File: src/rtl/sequencer.sv
// Command sequencer: consumes 64-bit command words from a from-PC FIFO and
// produces echo, ramp and status words into a to-PC FIFO under backpressure.
module sequencer (
    input  logic        clock,
    input  logic        reset,
    input  logic        fpc_valid,
    input  logic [63:0] fpc_data,
    output logic        fpc_read,
    input  logic        tpc_ready,
    output logic        tpc_write,
    output logic [63:0] tpc_data
);

    typedef enum logic [1:0] {IDLE, ECHO, RAMP, STATUS} state_t;

    localparam logic [7:0] OP_NOP     = 8'h00;
    localparam logic [7:0] OP_ECHO    = 8'h01;
    localparam logic [7:0] OP_RAMP    = 8'h02;
    localparam logic [7:0] OP_SETBASE = 8'h03;
    localparam logic [7:0] OP_STATUS  = 8'h04;

    state_t      state_reg, state_next;
    logic [63:0] base_reg, base_next;
    logic [63:0] value_reg, value_next;
    logic [31:0] remaining_reg, remaining_next;
    logic [31:0] cmd_count_reg, cmd_count_next;
    logic [31:0] err_count_reg, err_count_next;
    logic [63:0] out_reg, out_next;
    logic [7:0]  opcode;

    assign opcode = fpc_data[63:56];

    always_ff @(posedge clock or negedge reset) begin
        if (!reset) begin
            state_reg     <= IDLE;
            base_reg      <= '0;
            value_reg     <= '0;
            remaining_reg <= '0;
            cmd_count_reg <= '0;
            err_count_reg <= '0;
            out_reg       <= '0;
        end else begin
            state_reg     <= state_next;
            base_reg      <= base_next;
            value_reg     <= value_next;
            remaining_reg <= remaining_next;
            cmd_count_reg <= cmd_count_next;
            err_count_reg <= err_count_next;
            out_reg       <= out_next;
        end
    end

    always_comb begin
        state_next     = state_reg;
        base_next      = base_reg;
        value_next     = value_reg;
        remaining_next = remaining_reg;
        cmd_count_next = cmd_count_reg;
        err_count_next = err_count_reg;
        out_next       = out_reg;

        // Gated by reset so both handshakes are quiet while reset is held.
        fpc_read  = reset && fpc_valid && (state_reg == IDLE);
        tpc_write = reset && tpc_ready && (state_reg != IDLE);
        tpc_data  = (state_reg == RAMP) ? value_reg : out_reg;

        case (state_reg)
            IDLE: begin
                if (fpc_read) begin
                    cmd_count_next = cmd_count_reg + 32'd1;
                    case (opcode)
                        OP_NOP: ;
                        OP_ECHO: begin
                            out_next   = fpc_data;
                            state_next = ECHO;
                        end
                        OP_SETBASE: base_next = {8'h00, fpc_data[55:0]};
                        OP_RAMP: begin
                            remaining_next = fpc_data[31:0];
                            value_next     = base_reg;
                            if (fpc_data[31:0] != 32'd0)
                                state_next = RAMP;
                        end
                        OP_STATUS: begin
                            out_next   = {8'hA5, 24'h0, cmd_count_reg};
                            state_next = STATUS;
                        end
                        default: err_count_next = err_count_reg + 32'd1;
                    endcase
                end
            end
            ECHO, STATUS: begin
                if (tpc_ready)
                    state_next = IDLE;
            end
            RAMP: begin
                if (tpc_ready) begin
                    value_next     = value_reg + 64'd1;
                    remaining_next = remaining_reg - 32'd1;
                    if (remaining_reg == 32'd1)
                        state_next = IDLE;
                end
            end
            default: state_next = IDLE;
        endcase
    end

endmodule

File: config.mk
export PLATFORM = sky130hd
export DESIGN_NAME = sequencer
export DESIGN_NICKNAME = d
export VERILOG_FILES = /design/src/rtl/sequencer.sv
export SDC_FILE = /design/constraint.sdc
export NUM_CORES = 1
export LEC_CHECK = 0
export ABC_AREA = 1
export CAP_MARGIN = 15
export CORE_ASPECT_RATIO = 1.4
export CORE_UTILIZATION = 56
export CTS_BUF_LIST = sky130_fd_sc_hd__clkbuf_2 sky130_fd_sc_hd__clkbuf_4 sky130_fd_sc_hd__clkbuf_8
export DETAILED_ROUTE_END_ITERATION = 10
export HOLD_SLACK_MARGIN = 0.05
export PLACE_DENSITY_LB_ADDON = 0.25
export SETUP_SLACK_MARGIN = 0.4
export SYNTH_ARGS = -nofsm -noshare
export SYNTH_HDL_FRONTEND = slang
export SYNTH_SLANG_ARGS = --single-unit
File: constraint.sdc
create_clock -name clock -period 2.4 [get_ports clock]
set_input_delay 0.36 -clock clock [delete_from_list [all_inputs] [get_ports clock]]
set_output_delay 0.36 -clock clock [all_outputs]
set_load 0.005 [all_outputs]
==> results of run 1 <==
## logic make-up after synthesis
group                      count (synthesis)
buffers and inverters                    327
muxes                                     19
and+or+nand+nor                         1196
AOI/OAI and AO/OA                        347
adders and majority gates                  4
DFF                                      250
xor gates and xnor gates                  41
## routing by layer
layer	overflow	GRT usage
met5	0	0.230
met1	4	0.768
met4	200	0.856
met3	3	0.570
met2	280	0.991
## metrics by stage
stage | cells | TNS, ns | utilization | cell area [um2] | hold slack [ns]
global placement | 2640 | 0 | 0.655 | 17100 | 0.196
CTS | 2832 | -0.209 | 0.792 | 20700 | 0.377
detailed placement | 2640 | 0 | 0.655 | 17100 | 0.195
floorplan | 2184 | 0 | - | 14900 | 0.0644
## what timing repair did
item,CTS
hold buffers,2
pin swaps,73
cloned,30
hold endpoints to repair,46
gates resized for setup,676
setup buffers,89
endpoints found under the setup margin,128
==> metrics.md, run 1 <==
| Metric | Value |
|---|---|
| Total global routing overflow | 487 |
| Share of the synthesized area in the top cell type | 0.421 |
| Post-Synth XOR/XNOR Area | 0.0241 |
| Initial Util | 0.570 |
| Largest family of logic cells by synthesized area | simple AND/OR/NAND/NOR gates |
| GR repair worst EP | tpc_data[24] |
| Final GP Congestion | 1.08 |
| Total GRT Usage | 0.785 |
| Most common cell in the netlist | nand2_1 |
| Error | [ERROR GRT-0232] Routing congestion too high. Check the congestion heatmap in the GUI. |
| Final HPWL DP | 39.5 mm |
| Die width | 140 um |
| FP Rows | 70 |
| Post-synth top area cell | dfrtp_1 |
| Adder-Cell Fraction of Synth Area | 0.00337 |
| Library cells used by synthesis | 39 |
| Async set-reset flop share out of synthesis | 1.00 |
| Clock root buffer | clkbuf_8 |
| Syn Nets | 2,256 |
| Worst endpoint type | top-level output |
| Area contributors post-synth | dfrtp_1 (42%), nand2_1 (16%), nor2_1 (9.0%), inv_1 (6.0%), o21ai_0 (5.1%) |
| Yosys reg bits | 250 |
| Last stage | 5_1_grt |
| Post-synthesis sequential area ratio | 0.421 |
| Post-synthesis compound-gate area fraction | 0.123 |
| Number of top-level pins | 134 |
| Outcome | did not finish |
| Pin count of the biggest net entering global routing | 146 |
| Post-synth EDFFs | 0 |
| Post-synthesis simple-gate area fraction | 0.328 |
| DP Worst Slack | 0.0696 ns |
| Die H | 195 um |
| Yosys Warn Count | 0 |
| Top_reg_cell synth | dfrtp_1 |
| Port bufs | 133 |
| Synth Cell Area | 0.0149 mm2 |
| CTS max path bufs | 3 |
| H-tree depth | 2 |
| Mux contribution to synthesized area | 0.0144 |
| Clk sink count | 250 |
| Avg Cell Area, Syn | 6.81 um2 |
| Cells after Synth | 2,184 |
| Total CTS buffers | 41 |
| Most frequent cells after synthesis | nand2_1 (620), nor2_1 (358), dfrtp_1 (250) |
==> run 2, diff against run 1 <==
- CORE_ASPECT_RATIO: 1.4 -> default
- CORE_UTILIZATION: 56 -> 40
- CTS_BUF_LIST: sky130_fd_sc_hd__clkbuf_2 sky130_fd_sc_hd__clkbuf_4 sky130_fd_sc_hd__clkbuf_8 -> default
- HOLD_SLACK_MARGIN: 0.05 -> default
- PLACE_DENSITY_LB_ADDON: 0.25 -> 0.15
- SETUP_SLACK_MARGIN: 0.4 -> default
==> run 2 against run 1 <==
Against the previous run: the flow now finishes, with violations (negative setup slack); synthesized cell count stayed put; area after synthesis stayed put.
==> metrics.md, run 2 <==
| Metric | Value |
|---|---|
| Placed instance count | 2,772 (+5.0%) |
| Cells after Synth | 2,184 (unchanged) |
| Die width | 195 um (+39%) |
| Crit path capture type | primary output |
| CP max stage cell | clkdlybuf4s50_1 |
| Routed wl met2 | 25.7 mm |
| WL met1 | 25.9 mm |
| Post-route ant nets | 0 |
| Post-synthesis compound-gate area fraction | 0.123 (unchanged) |
| Critical R2R Capture | value_reg[13] |
| Final hold vios | 0 |
| Share of cells above drive strength 1 | 0.134 |
| Avg Cell Area, Syn | 6.81 um2 (unchanged) |
| Final non-filler cell total | 2,887 |
| Final period utilization | 1.08 |
| Post-Synth XOR/XNOR Area | 0.0241 (unchanged) |
| Worst path cell trace | nor2_4, buf_12, buf_12, buf_16, o21a_1, clkdlybuf4s50_1 |
| FP Rows | 70 (unchanged) |
| Area grow syn2layout | 29.1% |
| RSZ-0062 raised after global routing | yes |
| CTS max path bufs | 3 (unchanged) |
| Die ar. | 0.0380 mm2 |
| Reg2reg setup slack | 0.04 ns |
| Slew Limit Fails | 0 |
| Top Metal Used | met5 |
| Post-synthesis simple-gate area fraction | 0.328 (unchanged) |
| Mux contribution to synthesized area | 0.0144 (unchanged) |
| Vias in the first global route | 14,437 |
| Hold slack | 0.409 ns |
| Reg-to-Reg Start | state_reg[0] |
| Vias post-DR | 15,464 |
| Final GP Congestion | 0.938 (-13%) |
| P_leak | 0.00929 uW |
| Worst-Skew Late Latency | 0.58 ns |
| Total CTS buffers | 30 (-27%) |
| Final HPWL DP | 40.0 mm (+1.2%) |
| Initial Util | 0.406 (-0.164) |
| Post-Route WL | 57.0 mm |
| Diode count | 0 |
| Pin count of the biggest net entering global routing | 97 |
| Library cells used by synthesis | 39 (unchanged) |
| Port bufs | 133 (unchanged) |
| Endpoints failing setup | 21 |
| First-pass GRT wire length | 85.6 mm |
| Crit-path most repeated cell | buf_12 |
| Filler cells | 3,625 |
| Clk sink count | 250 (unchanged) |
| Outcome | finished with violations |
| WP buf/inv | 4 |
| Min-delay src | fpc_data[53] |
| Post-synthesis sequential area ratio | 0.421 (unchanged) |
| Worst hold path class | input pin to register |
| Drt pass-1 iters | 5 |
| WP data required | 2.04 ns |
| Power per cell area | 589 mW/mm2 |
| Hold path endpoint | out_reg[53] |
| DRC viols | 0 |
| Worst-path fanout max | 19 |
| Initial antenna violation count | 1 |
| Share of the synthesized area in the top cell type | 0.421 (unchanged) |
| Final Power | 11,300 uW |
| Failing checks | negative setup slack |
| Top_reg_cell synth | dfrtp_1 |
| Sum Neg Setup Slack | -1.51 ns |
| Post-synth EDFFs | 0 (unchanged) |
| Most frequent cells after synthesis | nand2_1 (620), nor2_1 (358), dfrtp_1 (250) |
| Startpoint Class | register |
| Max Fclk | 386 MHz |
| Final setup skew | 0.0289 ns |
| Die H | 195 um (unchanged) |
| Clk slew on worst S/H paths | 0.06 ns |
| Nets | 2,469 |
| Worst setup margin | -0.192 ns |
| Multi-input gate area | 0.00771 mm2 |
| Worst path top cell family by delay | buffers and inverters |
| Number of top-level pins | 134 (unchanged) |
| Metal3 WL | 3.88 mm |
| Synth Cell Area | 0.0149 mm2 (unchanged) |
| Slew @ Worst Pin | 0.883 ns |
| Largest family of logic cells by synthesized area | simple AND/OR/NAND/NOR gates |
| Max_slew headroom | 0.411 |
| CTS tree | built |
| Area contributors post-synth | dfrtp_1 (42%), nand2_1 (16%), nor2_1 (9.0%), inv_1 (6.0%), o21ai_0 (5.1%) |
| Clock root buffer | clkbuf_16 |
| H-tree depth | 1 (-1) |
| Period minus WS final | 2.59 ns |
| FF+latch area | 0.00626 mm2 |
| R2R cell count | 12 |
| Detailed Route Iter0 Violations | 1,288 |
| Total GRT Usage | 0.294 |
| Post-synth top area cell | dfrtp_1 |
| Yosys reg bits | 250 (unchanged) |
| Peak VDD IR | 549 uV |
| Async set-reset flop share out of synthesis | 1.00 (unchanged) |
| Syn Nets | 2,256 (unchanged) |
| MaxCap Viol Count | 0 |
| Area of the core | 0.0366 mm2 |
| Slowest stage delay, CP | 0.49 ns |
| Total global routing overflow | 0 |
| Commonest non-fill, non-tap cell in the layout | nand2_1 |
| Most common cell in the netlist | nand2_1 |
| Yosys Warn Count | 0 (unchanged) |
| Routed len/inst | 19.7 um |
| Vias per inst | 5.36 |
| Number of cells on the worst hold path | 3 |
| Adder-Cell Fraction of Synth Area | 0.00337 (unchanged) |
| Critical setup path kind | register to primary output |
| Commonest non-fill, non-tap cells in the layout | nand2_1 (599), nor2_1 (326), dfrtp_1 (250), inv_1 (237), o21ai_0 (137) |
| Crit path DAT | 2.23 ns |
[run 2: cell counts after synthesis]
Identical to the previous run, type by type.
[run 2: final cells by class]
class                   instances  share of cell area
clock buffers                  48              0.0489
clock inverters                 6             0.00417
inverters                     242              0.0488
multi-input cells            1607               0.402
flip-flops and latches        250               0.326
well taps                     468              0.0305
repair buffers                264               0.139
repair inverters                2             0.00117
[run 2: worst max path at each step]
stage | slack [ns] | startpoint | cells after the start | to
detailed placement | 0.02 | fpc_data[31] | 8 | state_reg[0]
CTS | -0.25 | state_reg[1] | 7 | tpc_data[45]
global placement | 0.06 | fpc_data[31] | 8 | state_reg[0]
floorplan | 0.61 | state_reg[1] | 8 | tpc_data[12]
global route | -0.26 | state_reg[0] | 6 | tpc_data[6]
finish | -0.19 | state_reg[0] | 6 | tpc_data[6]
[run 2: worst register-to-register path: stages (launching register included)]
cell and delay (ns):
dfrtp_1 0.41, nor2_4 0.21, buf_4 0.14, buf_6 0.09, buf_8 0.13, buf_16 0.15
buf_4 0.12, nand2_1 0.09, nand2_4 0.13, buf_12 0.30, o21ai_0 0.29, nand2_1 0.12
o21ai_1 0.07
[run 2: power breakdown]
group / switching [uW] / internal [uW] / leakage [uW]
sequential: 499 / 4600 / 0.00312
combinational: 887 / 595 / 0.00566
clock: 1860 / 2860 / 0.000506
total: 3250 / 8060 / 0.00929
[run 2: repair_timing]
item,CTS,global route
buffers inserted,15,34
resized for setup,103,205
setup endpoints to repair,64,54
cloned,9,3
hold buffers,1,0
pin swaps,6,22
hold endpoints to repair,128,0
[run 2: metrics by stage]
| stage | util | setup slack, ns | area, um2 |
|---|---|---|---|
| 6_report | 0.525 | -0.192 | 19200 |
| 5_1_grt | 0.525 | -0.257 | 19200 |
| 4_1_cts | 0.510 | -0.248 | 18700 |
| 3_5_place_dp | 0.469 | 0.0226 | 17200 |
| 3_3_place_gp | 0.469 | 0.0569 | 17200 |
| 2_1_floorplan | - | 0.607 | 14900 |
[run 2: metal layers]
| metal | up-vias | GRT usage |
|---|---|---|
| li1 | 7396 | - |
| met1 | 7453 | 0.423 |
| met2 | 534 | 0.462 |
| met3 | 79 | 0.0423 |
| met4 | 2 | 0.0729 |
| met5 | - | 0 |
[run 2: cell families after synthesis]
group,after synthesis
AO/OA/AOI/OAI,347
XOR/XNOR,41
adder cells (fa/ha/maj),4
buffers and inverters,327
flip-flops,250
multiplexers,19
AND/OR/NAND/NOR,1196
Note: power is estimated with default switching activity, not from simulation.
==> run 3, diff against run 2 <==
- SETUP_SLACK_MARGIN: default -> 0.1
- SLEW_MARGIN: default -> 20
==> run 3 against run 2 <==
Against the previous run: highest routed layer is now met4; critical endpoint is now tpc_data[12]; clock skew grew 0.0013 ns; core utilization barely moved; critical path depth increased by 2; hold slack got worse by 0.023 ns; the run still ends with negative setup slack left; final cell count hardly changed; power about the same.
==> metrics.md, run 3 (same netlist as run 2, synthesis figures left out) <==
| Metric | Value |
|---|---|
| Sequential Power Share | 0.451 (about the same) |
| Period minus WS final | 2.46 ns (-0.132 ns) |
| Share of cells above drive strength 1 | 0.145 (+0.0103) |
| Area grow syn2layout | 29.0% (about the same) |
| CTS tree | built |
| Initial Util | 0.406 (unchanged) |
| Placed instance count | 2,772 (unchanged) |
| WP data required | 2.04 ns (about the same) |
| Die ar. | 0.0380 mm2 (unchanged) |
| Final GP Congestion | 0.938 (unchanged) |
| Worst setup margin | -0.0598 ns (+0.132 ns) |
| DRC viols | 0 (unchanged) |
| CTS max path bufs | 3 (unchanged) |
| Die H | 195 um (unchanged) |
| Clock root buffer | clkbuf_16 |
| Nets | 2,469 (unchanged) |
| P_int | 8050 uW (-0.10%) |
| Drt pass-1 iters | 6 (+1) |
| First-pass GRT wire length | 86.6 mm (+1.2%) |
| Vias post-DR | 15,529 (+0.42%) |
| Crit path capture type | primary output |
| Commonest non-fill, non-tap cell in the layout | nand2_1 |
| Post-Route WL | 56.8 mm (-0.35%) |
| Critical setup path kind | register to primary output |
| MaxCap Viol Count | 0 (unchanged) |
| Area post-placement | 0.0172 mm2 (unchanged) |
| Peak VDD IR | 542 uV (-1.1%) |
| Final period utilization | 1.02 (-0.0549) |
| Endpoints failing setup | 5 (-76%) |
| FP Rows | 70 (unchanged) |
| Startpoint Class | register |
| Max_slew headroom | 0.410 (-0.00104) |
| Total GRT Usage | 0.297 (+0.00375) |
| Failing checks | negative setup slack |
| P_leak | 0.00910 uW (-2.0%) |
| RSZ-0062 raised after global routing | yes |
| Final setup skew | 0.0302 ns (+0.00129 ns) |
| Switching pwr | 3250 uW (about the same) |
| Final hold vios | 0 (unchanged) |
| Worst-Skew Late Latency | 0.58 ns (about the same) |
| Vias in the first global route | 14,619 (+1.3%) |
| Detailed Route Iter0 Violations | 1,196 (-7.1%) |
| Power per cell area | 589 mW/mm2 (about the same) |
| Vias per inst | 5.38 (+0.39%) |
| Post-route ant nets | 0 (unchanged) |
| Worst-path fanout max | 7 (-12) |
| Commonest non-fill, non-tap cells in the layout | nand2_1 (592), nor2_1 (323), dfrtp_1 (250), inv_1 (237), o21ai_0 (138) |
| Total global routing overflow | 0 (unchanged) |
| Clk sink count | 250 (unchanged) |
| Slew @ Worst Pin | 0.884 ns (+0.00156 ns) |
| Initial antenna violation count | 1 (unchanged) |
| Total CTS buffers | 30 (unchanged) |
| Port bufs | 133 (unchanged) |
| Clk pwr share | 0.418 (about the same) |
| Max Fclk | 407 MHz (+5.4%) |
| R2R cell count | 11 (-1) |
| Final HPWL DP | 40.0 mm (unchanged) |
| Final non-filler cell total | 2,888 (+0.035%) |
| Routed len/inst | 19.7 um (-0.39%) |
| H-tree depth | 1 (unchanged) |
| Clk slew on worst S/H paths | 0.06 ns (about the same) |
| Worst hold path class | input pin to asynchronous set/reset pin |
| Pin count of the biggest net entering global routing | 97 (unchanged) |
| Cell area after layout | 0.0192 mm2 (about the same) |
| Die width | 195 um (unchanged) |
| Area of the core | 0.0366 mm2 (unchanged) |
| Switching share of power | 0.288 (+0.000406) |
| Number of top-level pins | 134 (unchanged) |
| Outcome | finished with violations |
| Logic pwr share | 0.131 (about the same) |
| Slew Limit Fails | 0 (unchanged) |
| Crit path DAT | 2.10 ns (-0.13 ns) |
## run 3: cell count changes in the layout (fill, tap and decap cells not counted), moves of 6 or more
cell,delta
clkbuf_2,-10
a21oi_2,+6
buf_6,+6
buf_8,+6
buf_2,+17
nand2_1,-7
dlymetal6s2s_1,-13
buf_12,-6
## run 3: final timing paths
kind | endpoint | start | slack [ns]
setup / recovery | tpc_data[12] | state_reg[0] | -0.06
setup reg to reg | value_reg[41] | value_reg[0] | 0.21
max in group asynchronous | remaining_reg[25] | reset | 0.88
hold reg to reg | out_reg[62] | out_reg[62] | 0.48
min in group clock | out_reg[53] | fpc_data[53] | 0.41
hold / removal | value_reg[3] | reset | 0.39
## run 3: timing repair
action,4_1_cts,5_1_grt
buffers inserted,38,15
endpoints found under the hold margin,128,0
resized for setup,309,89
cloned,12,0
setup endpoints to repair,65,77
hold buffers,1,0
pin swaps,17,17
## run 3: power by group through the flow
stage / Combinational (uW) / Clock [uW] / Sequential (uW)
after floorplan: 800 / 0 / 4950
after global placement: 1420 / 0 / 5110
after detailed placement: 1450 / 0 / 5110
after CTS: 1470 / 4790 / 5070
after global routing: 1650 / 4950 / 5150
final: 1480 / 4730 / 5100
## run 3: final cells by class
cell class / count / area, um2
fillers: 3647 / 17400
repair buffers: 264 / 2550
diodes: 1 / 2.50
multi-input cells: 1607 / 7820
clock inverters: 6 / 80.1
clock buffers: 48 / 940
flip-flops and latches: 250 / 6260
inverters: 242 / 925
repair inverters: 2 / 32.5
well taps: 468 / 586
## run 3: routing by layer
metal | wire length [um] | track usage | vias to the layer above | share of wire
met5 | 0 | 0 | - | 0
met4 | 1090 | 0.0674 | 0 | 0.019
met3 | 4130 | 0.0444 | 62 | 0.073
met2 | 26100 | 0.476 | 555 | 0.46
met1 | 25500 | 0.423 | 7519 | 0.45
li1 | - | - | 7393 | -
## run 3: critical path, stage by stage (launching register included)
cell and delay (ns):
dfrtp_1 0.42, nor2_4 0.21, buf_12 0.18, buf_4 0.13
buf_8 0.12, inv_12 0.05, buf_4 0.15, o21ai_2 0.14
buf_2 0.14
## run 3: stage by stage
step                total power, uW  utilization  hold WS (ns)  worst slack (ns)  setup TNS (ns)
finish                        11300        0.524         0.386           -0.0598          -0.195
global route                  11800        0.524         0.403            -0.104          -0.782
CTS                           11300        0.523         0.378            -0.164           -1.39
detailed placement             6560        0.469         0.395            0.0226               0
global placement               6520        0.469         0.397            0.0569               0
floorplan                      5760            -        0.0644             0.607               0
